**src/rtl/fnn_weight_loader_pkg.sv**
```systemverilog
// Shared constants, FSM encoding and layer-shape helpers for the FNN weight loader.
package fnn_weight_loader_pkg;

  localparam int WEIGHT_WIDTH  = 16;
  localparam int PART_NO_WIDTH = 7;
  localparam int ADDR_WIDTH    = 10;
  localparam int NO_OF_INPUTS  = 784;
  localparam int NN1 = 40;
  localparam int NN2 = 10;
  localparam int NN3 = 10;
  localparam int NN4 = 10;

  localparam int NUM_PARTS   = NN1 + NN2 + NN3 + NN4;
  // Each neuron carries fan_in weights followed by one bias word.
  localparam int TOTAL_WORDS = NN1 * (NO_OF_INPUTS + 1) + NN2 * (NN1 + 1)
                             + NN3 * (NN2 + 1) + NN4 * (NN3 + 1);

  typedef enum logic [1:0] {
    ST_IDLE = 2'd0,
    ST_LOAD = 2'd1,
    ST_DONE = 2'd2,
    ST_ERR  = 2'd3
  } state_t;

  // Fan-in of a layer; this is also the address of that layer's bias word.
  function automatic logic [ADDR_WIDTH-1:0] fan_in_of(input logic [1:0] layer);
    case (layer)
      2'd0:    return ADDR_WIDTH'(NO_OF_INPUTS);
      2'd1:    return ADDR_WIDTH'(NN1);
      2'd2:    return ADDR_WIDTH'(NN2);
      default: return ADDR_WIDTH'(NN3);
    endcase
  endfunction

  // Number of neurons in a layer.
  function automatic logic [PART_NO_WIDTH-1:0] neurons_of(input logic [1:0] layer);
    case (layer)
      2'd0:    return PART_NO_WIDTH'(NN1);
      2'd1:    return PART_NO_WIDTH'(NN2);
      2'd2:    return PART_NO_WIDTH'(NN3);
      default: return PART_NO_WIDTH'(NN4);
    endcase
  endfunction

endpackage

```
**src/rtl/fnn_part_counter.sv**
```systemverilog
// Position tracker for the weight stream: (layer, neuron-in-layer, addr) plus the
// global neuron index that the next word must be tagged with.
module fnn_part_counter
  import fnn_weight_loader_pkg::*;
(
  input  logic                     clk,
  input  logic                     rst,
  input  logic                     clear,
  input  logic                     advance,
  output logic [1:0]               layer,
  output logic [PART_NO_WIDTH-1:0] neuron,
  output logic [ADDR_WIDTH-1:0]    addr,
  output logic [PART_NO_WIDTH-1:0] part,
  output logic                     last_in_neuron,
  output logic                     last_word
);

  assign last_in_neuron = (addr == fan_in_of(layer));
  assign last_word      = last_in_neuron && (part == PART_NO_WIDTH'(NUM_PARTS - 1));

  // Step one word forward; after a bias move to the next neuron / layer.
  always_ff @(posedge clk or posedge rst) begin
    if (rst) begin
      layer  <= '0;
      neuron <= '0;
      addr   <= '0;
      part   <= '0;
    end else if (clear) begin
      layer  <= '0;
      neuron <= '0;
      addr   <= '0;
      part   <= '0;
    end else if (advance) begin
      if (last_in_neuron) begin
        addr <= '0;
        part <= part + 1'b1;
        if (neuron == neurons_of(layer) - 1'b1) begin
          neuron <= '0;
          layer  <= layer + 2'd1;
        end else begin
          neuron <= neuron + 1'b1;
        end
      end else begin
        addr <= addr + 1'b1;
      end
    end
  end

endmodule

```
**src/rtl/fnn_weight_loader.sv**
```systemverilog
// Receive side of the FNN weight-load stream: checks tags against the expected
// neuron order and issues registered single-cycle writes to the layer RAMs.
//
// Handshake: a word is consumed on a rising clk edge when the FSM is in LOAD,
// load_weights=1 and weight_valid=1; there is no backpressure. A consumed word whose
// tag matches produces wr_en=1 for exactly one cycle on the following cycle.
module fnn_weight_loader
  import fnn_weight_loader_pkg::*;
(
  input  logic                                   clk,
  input  logic                                   restart,
  input  logic                                   load_weights,
  input  logic                                   weight_valid,
  input  logic [0:WEIGHT_WIDTH+PART_NO_WIDTH-1]  weight_bus,
  output logic                                   wr_en,
  output logic [1:0]                             wr_layer,
  output logic [PART_NO_WIDTH-1:0]               wr_neuron,
  output logic [ADDR_WIDTH-1:0]                  wr_addr,
  output logic                                   wr_is_bias,
  output logic [WEIGHT_WIDTH-1:0]                wr_data,
  output logic                                   FNN_ready,
  output logic                                   load_error,
  output logic [1:0]                             fsm_state
);

  state_t                     state;
  logic                       load_q;
  logic                       rise;
  logic                       start;
  logic                       part_ok;
  logic                       accept;
  logic [PART_NO_WIDTH-1:0]   part_in;
  logic [WEIGHT_WIDTH-1:0]    data_in;
  logic [1:0]                 cnt_layer;
  logic [PART_NO_WIDTH-1:0]   cnt_neuron;
  logic [ADDR_WIDTH-1:0]      cnt_addr;
  logic [PART_NO_WIDTH-1:0]   exp_part;
  logic                       last_in_neuron;
  logic                       last_word;

  // Bus is declared big-endian: tag occupies the leading bits, weight the rest.
  assign part_in = weight_bus[0:PART_NO_WIDTH-1];
  assign data_in = weight_bus[PART_NO_WIDTH:WEIGHT_WIDTH+PART_NO_WIDTH-1];

  assign rise      = load_weights & ~load_q;
  assign start     = rise & (state != ST_LOAD);
  assign part_ok   = (part_in == exp_part);
  assign accept    = (state == ST_LOAD) & load_weights & weight_valid & part_ok;
  assign fsm_state = state;

  fnn_part_counter u_counter (
    .clk            (clk),
    .rst            (restart),
    .clear          (start),
    .advance        (accept),
    .layer          (cnt_layer),
    .neuron         (cnt_neuron),
    .addr           (cnt_addr),
    .part           (exp_part),
    .last_in_neuron (last_in_neuron),
    .last_word      (last_word)
  );

  // Session FSM with registered write port and status flags.
  always_ff @(posedge clk or posedge restart) begin
    if (restart) begin
      state      <= ST_IDLE;
      load_q     <= 1'b0;
      wr_en      <= 1'b0;
      wr_layer   <= '0;
      wr_neuron  <= '0;
      wr_addr    <= '0;
      wr_is_bias <= 1'b0;
      wr_data    <= '0;
      FNN_ready  <= 1'b0;
      load_error <= 1'b0;
    end else begin
      load_q <= load_weights;
      wr_en  <= 1'b0;
      case (state)
        ST_IDLE, ST_DONE, ST_ERR: begin
          // Words arriving here are dropped; the edge cycle itself never accepts.
          if (rise) begin
            state      <= ST_LOAD;
            FNN_ready  <= 1'b0;
            load_error <= 1'b0;
          end
        end
        ST_LOAD: begin
          if (!load_weights) begin
            state      <= ST_ERR;
            load_error <= 1'b1;
          end else if (weight_valid) begin
            if (part_ok) begin
              wr_en      <= 1'b1;
              wr_layer   <= cnt_layer;
              wr_neuron  <= cnt_neuron;
              wr_addr    <= cnt_addr;
              wr_is_bias <= last_in_neuron;
              wr_data    <= data_in;
              if (last_word) begin
                state     <= ST_DONE;
                FNN_ready <= 1'b1;
              end
            end else begin
              state      <= ST_ERR;
              load_error <= 1'b1;
            end
          end
        end
        default: state <= ST_IDLE;
      endcase
    end
  end

endmodule

```
**config.mk**
```make
export PLATFORM = sky130hd
export DESIGN_NAME = fnn_weight_loader
export DESIGN_NICKNAME = d
export VERILOG_FILES = /design/src/rtl/fnn_weight_loader_pkg.sv /design/src/rtl/fnn_part_counter.sv /design/src/rtl/fnn_weight_loader.sv
export SDC_FILE = /design/constraint.sdc
export NUM_CORES = 1
export LEC_CHECK = 0
export CORE_MARGIN = 4
export CORE_UTILIZATION = 46
export DETAILED_ROUTE_END_ITERATION = 16
export PLACE_DENSITY = 0.76
export SLEW_MARGIN = 20
export SYNTH_ARGS = -nofsm -noshare
export SYNTH_HDL_FRONTEND = slang
export SYNTH_HIERARCHICAL = 1
export SYNTH_SLANG_ARGS = --single-unit
```
**constraint.sdc**
```tcl
create_clock -name clk -period 2.7 [get_ports clk]
set_input_delay 0.27 -clock clk [delete_from_list [all_inputs] [get_ports clk]]
set_output_delay 0.27 -clock clk [all_outputs]
set_load 0.02 [all_outputs]
```
==> summary.md, run 1 <==
| Metric | Value |
|---|---|
| Post-CTS sizing | 0 |
| Crit-path cells | xnor2_1 -> nand4_1 -> nor4_2 -> o211ai_1 -> buf_4 -> or3_1 -> a21oi_1 |
| Vias in the first global route | 2388 |
| Final Skew | 11.98 ps |
| Crit Path Class | reg -> reg |
| Mean cell area of the mapped netlist | 11.96 µm² |
| ANT nets after route | 0 |
| Worst hold path class | in -> async |
| Leakage | 2.019 nW |
| DR pass1 iterations | 4 |
| Vias per cell | 5.317 |
| Switch Pwr | 0.0005184 W |
| Ys Warns | 6 |
| Layout cells sized above 1 | 19.18% |
| Combinational power share | 12.0% |
| Mapped Cells | 280 |
| Crit path arrival time | 2680 ps |
| Seq/Total Area, Yosys | 50.80% |
| Post-synth top cells | dfrtp_1, mux2_4, nand2_1 |
| Vias | 2451 |
| Row Count | 30 |
| Peak VDD IR | 0.0002316 V |
| Buffers & Inverters on Critical Path | 1 |
| Power Total | 0.002098 W |
| Hold Violations, Final | 0 |
| Buffers on Ports | 67 |
| GRT Total Usage | 16.36% |
| Initial antenna violation count | 0 |
| CTS tree | yes |
| Number of synthesized flops with an enable pin | 0 |
| Cts bufs inserted | 9 |
| Grt total ovfl | 0 |
| Final setup margin | 277.8 ps |
| Yosys reg bits | 68 |
| Top cells by area, synth | dfrtp_1, mux2_4, mux2_2 |
| Internal power | 0.001579 W |
| Mapped Nets | 314 |
| Status | completed |
| Critical path launch point type | flip-flop |
| Mapped cell area | 3349 µm² |
| Pins Over Slew Limit | 0 |
| Slew HR | 44.63% |
| CP peak stage delay | 490 ps |
| Nets | 394 |
| RSZ-0062 raised after global routing | no |
| Max-Cap Viols | 0 |
| Worst Tran Pin Value | 825.5 ps |
| Setup TNS | 0 ps |
| Ys async rst share | 100.0% |
| Period minus WS final | 2422 ps |
| Final setup vio count | 0 |
| WL per Instance | 14.92 µm |
| Area delta synth->final | 29.62% |
| I/O pin count | 68 |
| Post-synth top flop | dfrtp_1 |
| Share of the synthesized area in the top cell type | 50.80% |
| Root Driver | clkbuf_8 |
| Flop pwr share | 51.5% |
| DRT iter0 DRCs | 114 |
| Synth area leader | dfrtp_1 |
| Longest Clk Path Bufs | 2 |
| Sw Share | 24.71% |
| Max Freq | 412.8 MHz |
| Power share of the clock group | 36.5% |
| Power density cells | 483.2 nW/µm² |
| Routability cong. | 0.8331 |
| Final wirelength | 6877 µm |
| # diodes | 0 |
| Starting Density | 48.23% |
| Hold Buf Count CTS | 0 |
| Worst Path Required | 2960 ps |
| CP delay by family, top | simple AND/OR/NAND/NOR gates |
| Fin crit share | 89.71% |
| Global-route wire length before repair | 11150 µm |
| Most common cell in the netlist | dfrtp_1 |
| CP max-delay cell | nor4_2 |
| DRC viols | 0 |
| Die area | 8710 µm² |
| CP endpoint kind | flip-flop |
| Clock sink total | 68 |
| Post-CTS Setup Bufs | 0 |
| Worst skew pair latency | 330 ps |
| Dpl hpwl | 4945 µm |
| H-tree levels | 3 |
| Pre-CTS WS | 5.236 ps |
| Largest net degree at the start of global routing | 37 |
| Clk slew on worst S/H paths | 70 ps |
| CP max FO | 8 |
| Die width | 93.33 µm |
| Core ar. | 6944 µm² |
| Die H | 93.33 µm |
| Number of distinct library cells after synthesis | 44 |
-- metal layers --
metal  part of all wire [%]  track usage [%]  vias to the layer above
met5                      0                0                        -
met4                    2.0            8.181                        0
met3                    6.4            3.459                       14
met2                     48            26.38                       81
met1                     44            20.80                     1193
li1                       -                -                     1163
-- cells by family after synthesis --
family / Yosys count / synth area share (%)
AO/OA/AOI/OAI: 37 / 6.836
XOR/XNOR: 16 / 4.184
multiplexers: 38 / 16.14
AND/OR/NAND/NOR: 95 / 15.61
flip-flops: 68 / 50.80
buffers and inverters: 19 / 3.810
adder cells (fa/ha/maj): 7 / 2.615
-- placed cells by master (no fill, tap or decap), types with 2 or more instances in the layout --
cell,netlist,final
a21oi_1,13,13
a31oi_1,3,3
and3_1,2,2
buf_4,0,10
clkbuf_8,0,12
clkdlybuf4s50_1,0,67
clkinvlp_4,0,2
dfrtp_1,68,68
ha_1,7,7
inv_1,10,9
mux2_2,8,8
mux2_4,30,30
nand2_1,18,18
nand2b_1,7,7
nand3_1,15,15
nand3b_1,4,4
nand4_1,6,6
nor2_1,16,16
nor2b_1,3,3
nor3_1,4,4
o21ai_0,9,9
or2_2,2,2
or3_1,8,7
or4_1,2,2
xnor2_1,10,10
xor2_1,6,6
-- flip-flops by register name, indices dropped and copies added (netlist names) --
| signal | count |
|---|---|
| FNN_ready | 1 |
| u_counter/part | 7 |
| load_q | 1 |
| wr_data | 16 |
| wr_layer | 2 |
| wr_neuron | 7 |
| wr_addr | 10 |
| wr_is_bias | 1 |
| u_counter/neuron | 7 |
| load_error | 1 |
| u_counter/addr | 10 |
| fsm_state | 2 |
| wr_en | 1 |
| u_counter/layer | 2 |
-- path summary, 6_finish.rpt --
check	to	slack, ps	depth (start not counted)	from
worst max-delay path	u_counter/part[3]	280	7	u_counter/part[2]
worst min register to register	load_error	490	2	load_error
min in group clk	load_error	490	2	load_error
max in group asynchronous	wr_addr[1]	1770	3	restart
worst max register to register	u_counter/part[3]	280	7	u_counter/part[2]
worst min-delay path	wr_addr[7]	340	2	restart
-- power groups by stage --
stage | clock, W | sequential, W | combinational [W]
2_1_floorplan | 0 | 0.00112 | 0.000101
3_3_place_gp | 0 | 0.00109 | 0.000247
3_5_place_dp | 0 | 0.00110 | 0.000254
4_1_cts | 0.000786 | 0.00108 | 0.000255
5_1_grt | 0.000838 | 0.00108 | 0.000272
6_report | 0.000766 | 0.00108 | 0.000252
-- worst register-to-register path: stages, from the launching register on --
cell	delay, ps
dfrtp_1	460
xnor2_1	190
nand4_1	210
nor4_2	490
o211ai_1	310
buf_4	220
or3_1	330
a21oi_1	140
-- per-stage QoR --
| stage | util [%] | instances | area, µm² | hold slack (ps) |
|---|---|---|---|---|
| floorplan | - | 280 | 3349 | 301.4 |
| global placement | 59.48 | 442 | 4130 | 469.6 |
| detailed placement | 59.48 | 442 | 4130 | 472.9 |
| CTS | 62.20 | 458 | 4319 | 344.4 |
| global route | 62.52 | 461 | 4342 | 386.4 |
| finish | 62.52 | 461 | 4342 | 339.7 |
-- area by class of cell --
cell class	instances	area, µm²
fillers	549	2603
multi-input cells	193	1528
repair buffers	78	765.7
clock buffers	13	168.9
well taps	96	120.1
flip-flops and latches	68	1702
clock inverters	3	20.02
inverters	10	37.54
Power figures use the tool's default switching activity.
==> run 2, diff against run 1 <==
--- a/config.mk
+++ b/config.mk
@@ -6,11 +6,10 @@
 export NUM_CORES = 1
 export LEC_CHECK = 0
 export CORE_MARGIN = 4
-export CORE_UTILIZATION = 46
+export CORE_UTILIZATION = 54
 export DETAILED_ROUTE_END_ITERATION = 16
-export PLACE_DENSITY = 0.76
+export PLACE_DENSITY = 0.84
 export SLEW_MARGIN = 20
 export SYNTH_ARGS = -nofsm -noshare
 export SYNTH_HDL_FRONTEND = slang
-export SYNTH_HIERARCHICAL = 1
 export SYNTH_SLANG_ARGS = --single-unit
==> constraint.sdc (replaced) <==
create_clock -name clk -period 2.9 [get_ports clk]
set_input_delay 0.29 -clock clk [delete_from_list [all_inputs] [get_ports clk]]
set_output_delay 0.29 -clock clk [all_outputs]
set_load 0.02 [all_outputs]
==> summary.md, run 2 <==
| Metric | Value |
|---|---|
| Status | completed |
| Max-Cap Viols | 0 (unchanged) |
| Seq/Total Area, Yosys | 54.38% (+3.6 points) |
| Longest Clk Path Bufs | 2 (unchanged) |
| RSZ-0062 raised after global routing | no |
| Most flops, register | wr_data |
| Sw Share | 24.06% (-0.65 points) |
| # diodes | 0 (unchanged) |
| Max reg flops | 16 (unchanged) |
| CP max FO | 14 (+6) |
| Max Freq | 416.8 MHz (+0.96%) |
| CP max-delay cell | or4b_1 |
| Final hold slack | 323.0 ps (-16.70 ps) |
| Setup TNS | 0 ps (unchanged) |
| Number of distinct library cells after synthesis | 43 (-2.3%) |
| Core ar. | 5574 µm² (-20%) |
| Post-Synth XOR/XNOR Area | 4.478% (+0.29 points) |
| Global-route wire length before repair | 12200 µm (+9.4%) |
| Internal power | 0.001489 W (-5.7%) |
| Die H | 84.13 µm (-9.9%) |
| Mapped Cells | 344 (+23%) |
| Mapped Nets | 377 (+20%) |
| Post-synth top flop | dfrtp_1 |
| Mapped cell area | 3129 µm² (-6.6%) |
| Vias | 2669 (+8.9%) |
| Switch Pwr | 0.0004719 W (-9.0%) |
| Hold Violations, Final | 0 (unchanged) |
| Fillers | 409 (-26%) |
| Top cells by area, synth | dfrtp_1, nand2_1, xnor2_1 |
| Root Driver | clkbuf_8 |
| Post-synth top cells | nand2_1, dfrtp_1, nor2_1 |
| Share of the synthesized area in the top cell type | 54.38% (+3.6 points) |
| Period minus WS final | 2399 ps (-22.98 ps) |
| Power share of the clock group | 38.6% (+2.1 points) |
| Post-CTS Setup Bufs | 0 (unchanged) |
| Simple-gate share of the synthesized area | 27.63% (+12 points) |
| Reg area | 1702 µm² (unchanged) |
| Crit Path Class | reg -> reg |
| CP endpoint kind | flip-flop |
| Cts bufs inserted | 9 (unchanged) |
| Largest registers | wr_data x16, u_counter.addr x10, wr_addr x10 |
| Final wirelength | 7165 µm (+4.2%) |
| Leakage | 1.930 nW (-4.4%) |
| Die area | 7077 µm² (-19%) |
| Buffers on Ports | 67 (unchanged) |
| Vias per cell | 5.447 (+2.4%) |
| Nets | 446 (+13%) |
| Combinational power share | 11.2% (-0.8 points) |
| Multi-input gate area | 1344 µm² (-12%) |
| DRC viols | 0 (unchanged) |
| Buffers & Inverters on Critical Path | 0 (-1) |
| Yosys reg bits | 68 (unchanged) |
| Critical path launch point type | flip-flop |
| H-tree levels | 3 (unchanged) |
| Worst hold path class | in -> async |
| Pins Over Slew Limit | 0 (unchanged) |
| Most common cell in the netlist | nand2_1 |
| Slew HR | 62.27% (+18 points) |
| Starting Density | 56.14% (+7.9 points) |
| CP delay by family, top | simple AND/OR/NAND/NOR gates |
| I/O pin count | 68 (unchanged) |
| Ys async rst share | 100.0% (unchanged) |
| Fin crit share | 82.73% (-7.0 points) |
| Final setup vio count | 0 (unchanged) |
| Commonest non-fill, non-tap cells in the layout | nand2_1, dfrtp_1, clkdlybuf4s50_1 |
| Post-CTS sizing | 0 (unchanged) |
| DRT iter0 DRCs | 135 (+18%) |
| Synth area leader | dfrtp_1 |
| Final Skew | 6.459 ps (-5.523 ps) |
| WL per Instance | 14.62 µm (-2.0%) |
| Layout cells sized above 1 | 6.220% (-13 points) |
| Post-synthesis mux area share | 0.3199% (-16 points) |
| Synth Area in Adders | 2.399% (-0.22 points) |
| DR pass1 iterations | 4 (unchanged) |
| Grt total ovfl | 0 (unchanged) |
| Worst Path Required | 3160 ps (+200 ps) |
| Clk slew on worst S/H paths | 70 ps (about the same) |
| Ys Warns | 0 (-6) |
| Area delta synth->final | 30.15% |
| Crit-path cells | or4b_1 -> mux2i_1 -> and3_2 -> nand2_2 -> or4_1 -> a21oi_1 |
| Worst Tran Pin Value | 566.0 ps (-259.5 ps) |
| ANT nets after route | 0 (unchanged) |
| Commonest non-fill, non-tap cell in the layout | nand2_1 |
| Clock sink total | 68 (unchanged) |
| Row Count | 27 (-10%) |
| Largest net degree at the start of global routing | 45 (+22%) |
| Crit path arrival time | 2660 ps (-20 ps) |
| Dpl hpwl | 4939 µm (-0.13%) |
| Number of synthesized flops with an enable pin | 0 (unchanged) |
| Routability cong. | 0.8774 (+5.3%) |
| CTS tree | yes |
| Mean cell area of the mapped netlist | 9.097 µm² (-24%) |
| Initial antenna violation count | 0 (unchanged) |
| Power density cells | 481.5 nW/µm² (-0.35%) |
| Vias in the first global route | 2730 (+14%) |
| Synth Area in Compound Gates | 8.117% (+1.3 points) |
| Flop pwr share | 50.2% (-1.3 points) |
| Combinational family with the most area after synthesis | simple AND/OR/NAND/NOR gates |
| Worst skew pair latency | 330 ps (about the same) |
| Die width | 84.13 µm (-9.9%) |
| CP peak stage delay | 540 ps (+50 ps) |
| GRT Total Usage | 21.48% (+5.1 points) |
| Hold Buf Count CTS | 0 (unchanged) |
| Peak VDD IR | 0.0004270 V (+84%) |
run 2: power groups by stage:
stage               registers (W)  logic (W)  clock network (W)
finish                   0.000984   0.000220           0.000756
global route             0.000986   0.000241           0.000825
CTS                      0.000984   0.000223           0.000772
detailed placement        0.00100   0.000223                  0
global placement          0.00100   0.000218                  0
floorplan                 0.00103  0.0000859                  0
run 2: final cells by class:
type / instances / share of cell area [%]
clock buffer: 12 / 3.564
clock inverter: 4 / 1.198
inverter: 8 / 0.7373
multi-input combinational: 255 / 33.00
sequential: 68 / 41.78
tap: 72 / 2.212
timing repair buffer: 71 / 17.51
run 2: worst paths after layout:
| check | start | end | slack [ps] | cells after the start |
|---|---|---|---|---|
| hold reg to reg | wr_addr[7] | wr_addr[7] | 460 | 2 |
| setup reg to reg | u_counter.addr[9] | u_counter.part[6] | 500 | 6 |
| min in group clk | wr_addr[7] | wr_addr[7] | 460 | 2 |
| setup / recovery | u_counter.addr[9] | u_counter.part[6] | 500 | 6 |
| max in group asynchronous | restart | wr_data[0] | 1960 | 3 |
| hold / removal | restart | wr_data[2] | 320 | 2 |
run 2: cells by family after synthesis:
| kind of cell | Yosys count |
|---|---|
| AOI/OAI and AO/OA | 41 |
| xor gates and xnor gates | 16 |
| adders and majority gates | 6 |
| buffers and inverters | 21 |
| DFF | 68 |
| muxes | 1 |
| and+or+nand+nor | 191 |
run 2: through the flow:
step / total power, W / worst slack [ps] / std cells / utilization, % / cell area [µm²]
global placement: 0.001219 / 520.5 / 474 / 69.58 / 3879
floorplan: 0.001113 / 886.1 / 344 / - / 3129
detailed placement: 0.001223 / 434.2 / 474 / 69.58 / 3879
global route: 0.002052 / 295.9 / 490 / 73.06 / 4073
CTS: 0.001979 / 524.7 / 490 / 73.06 / 4073
finish: 0.001961 / 500.8 / 490 / 73.06 / 4073
run 2: per-layer routing:
| layer | up-vias | wire (µm) | GRT usage [%] |
|---|---|---|---|
| li1 | 1295 | - | - |
| met1 | 1267 | 3190 | 26.44 |
| met2 | 101 | 3415 | 33.72 |
| met3 | 6 | 506 | 8.193 |
| met4 | 0 | 53 | 9.503 |
| met5 | - | 0 | 0 |
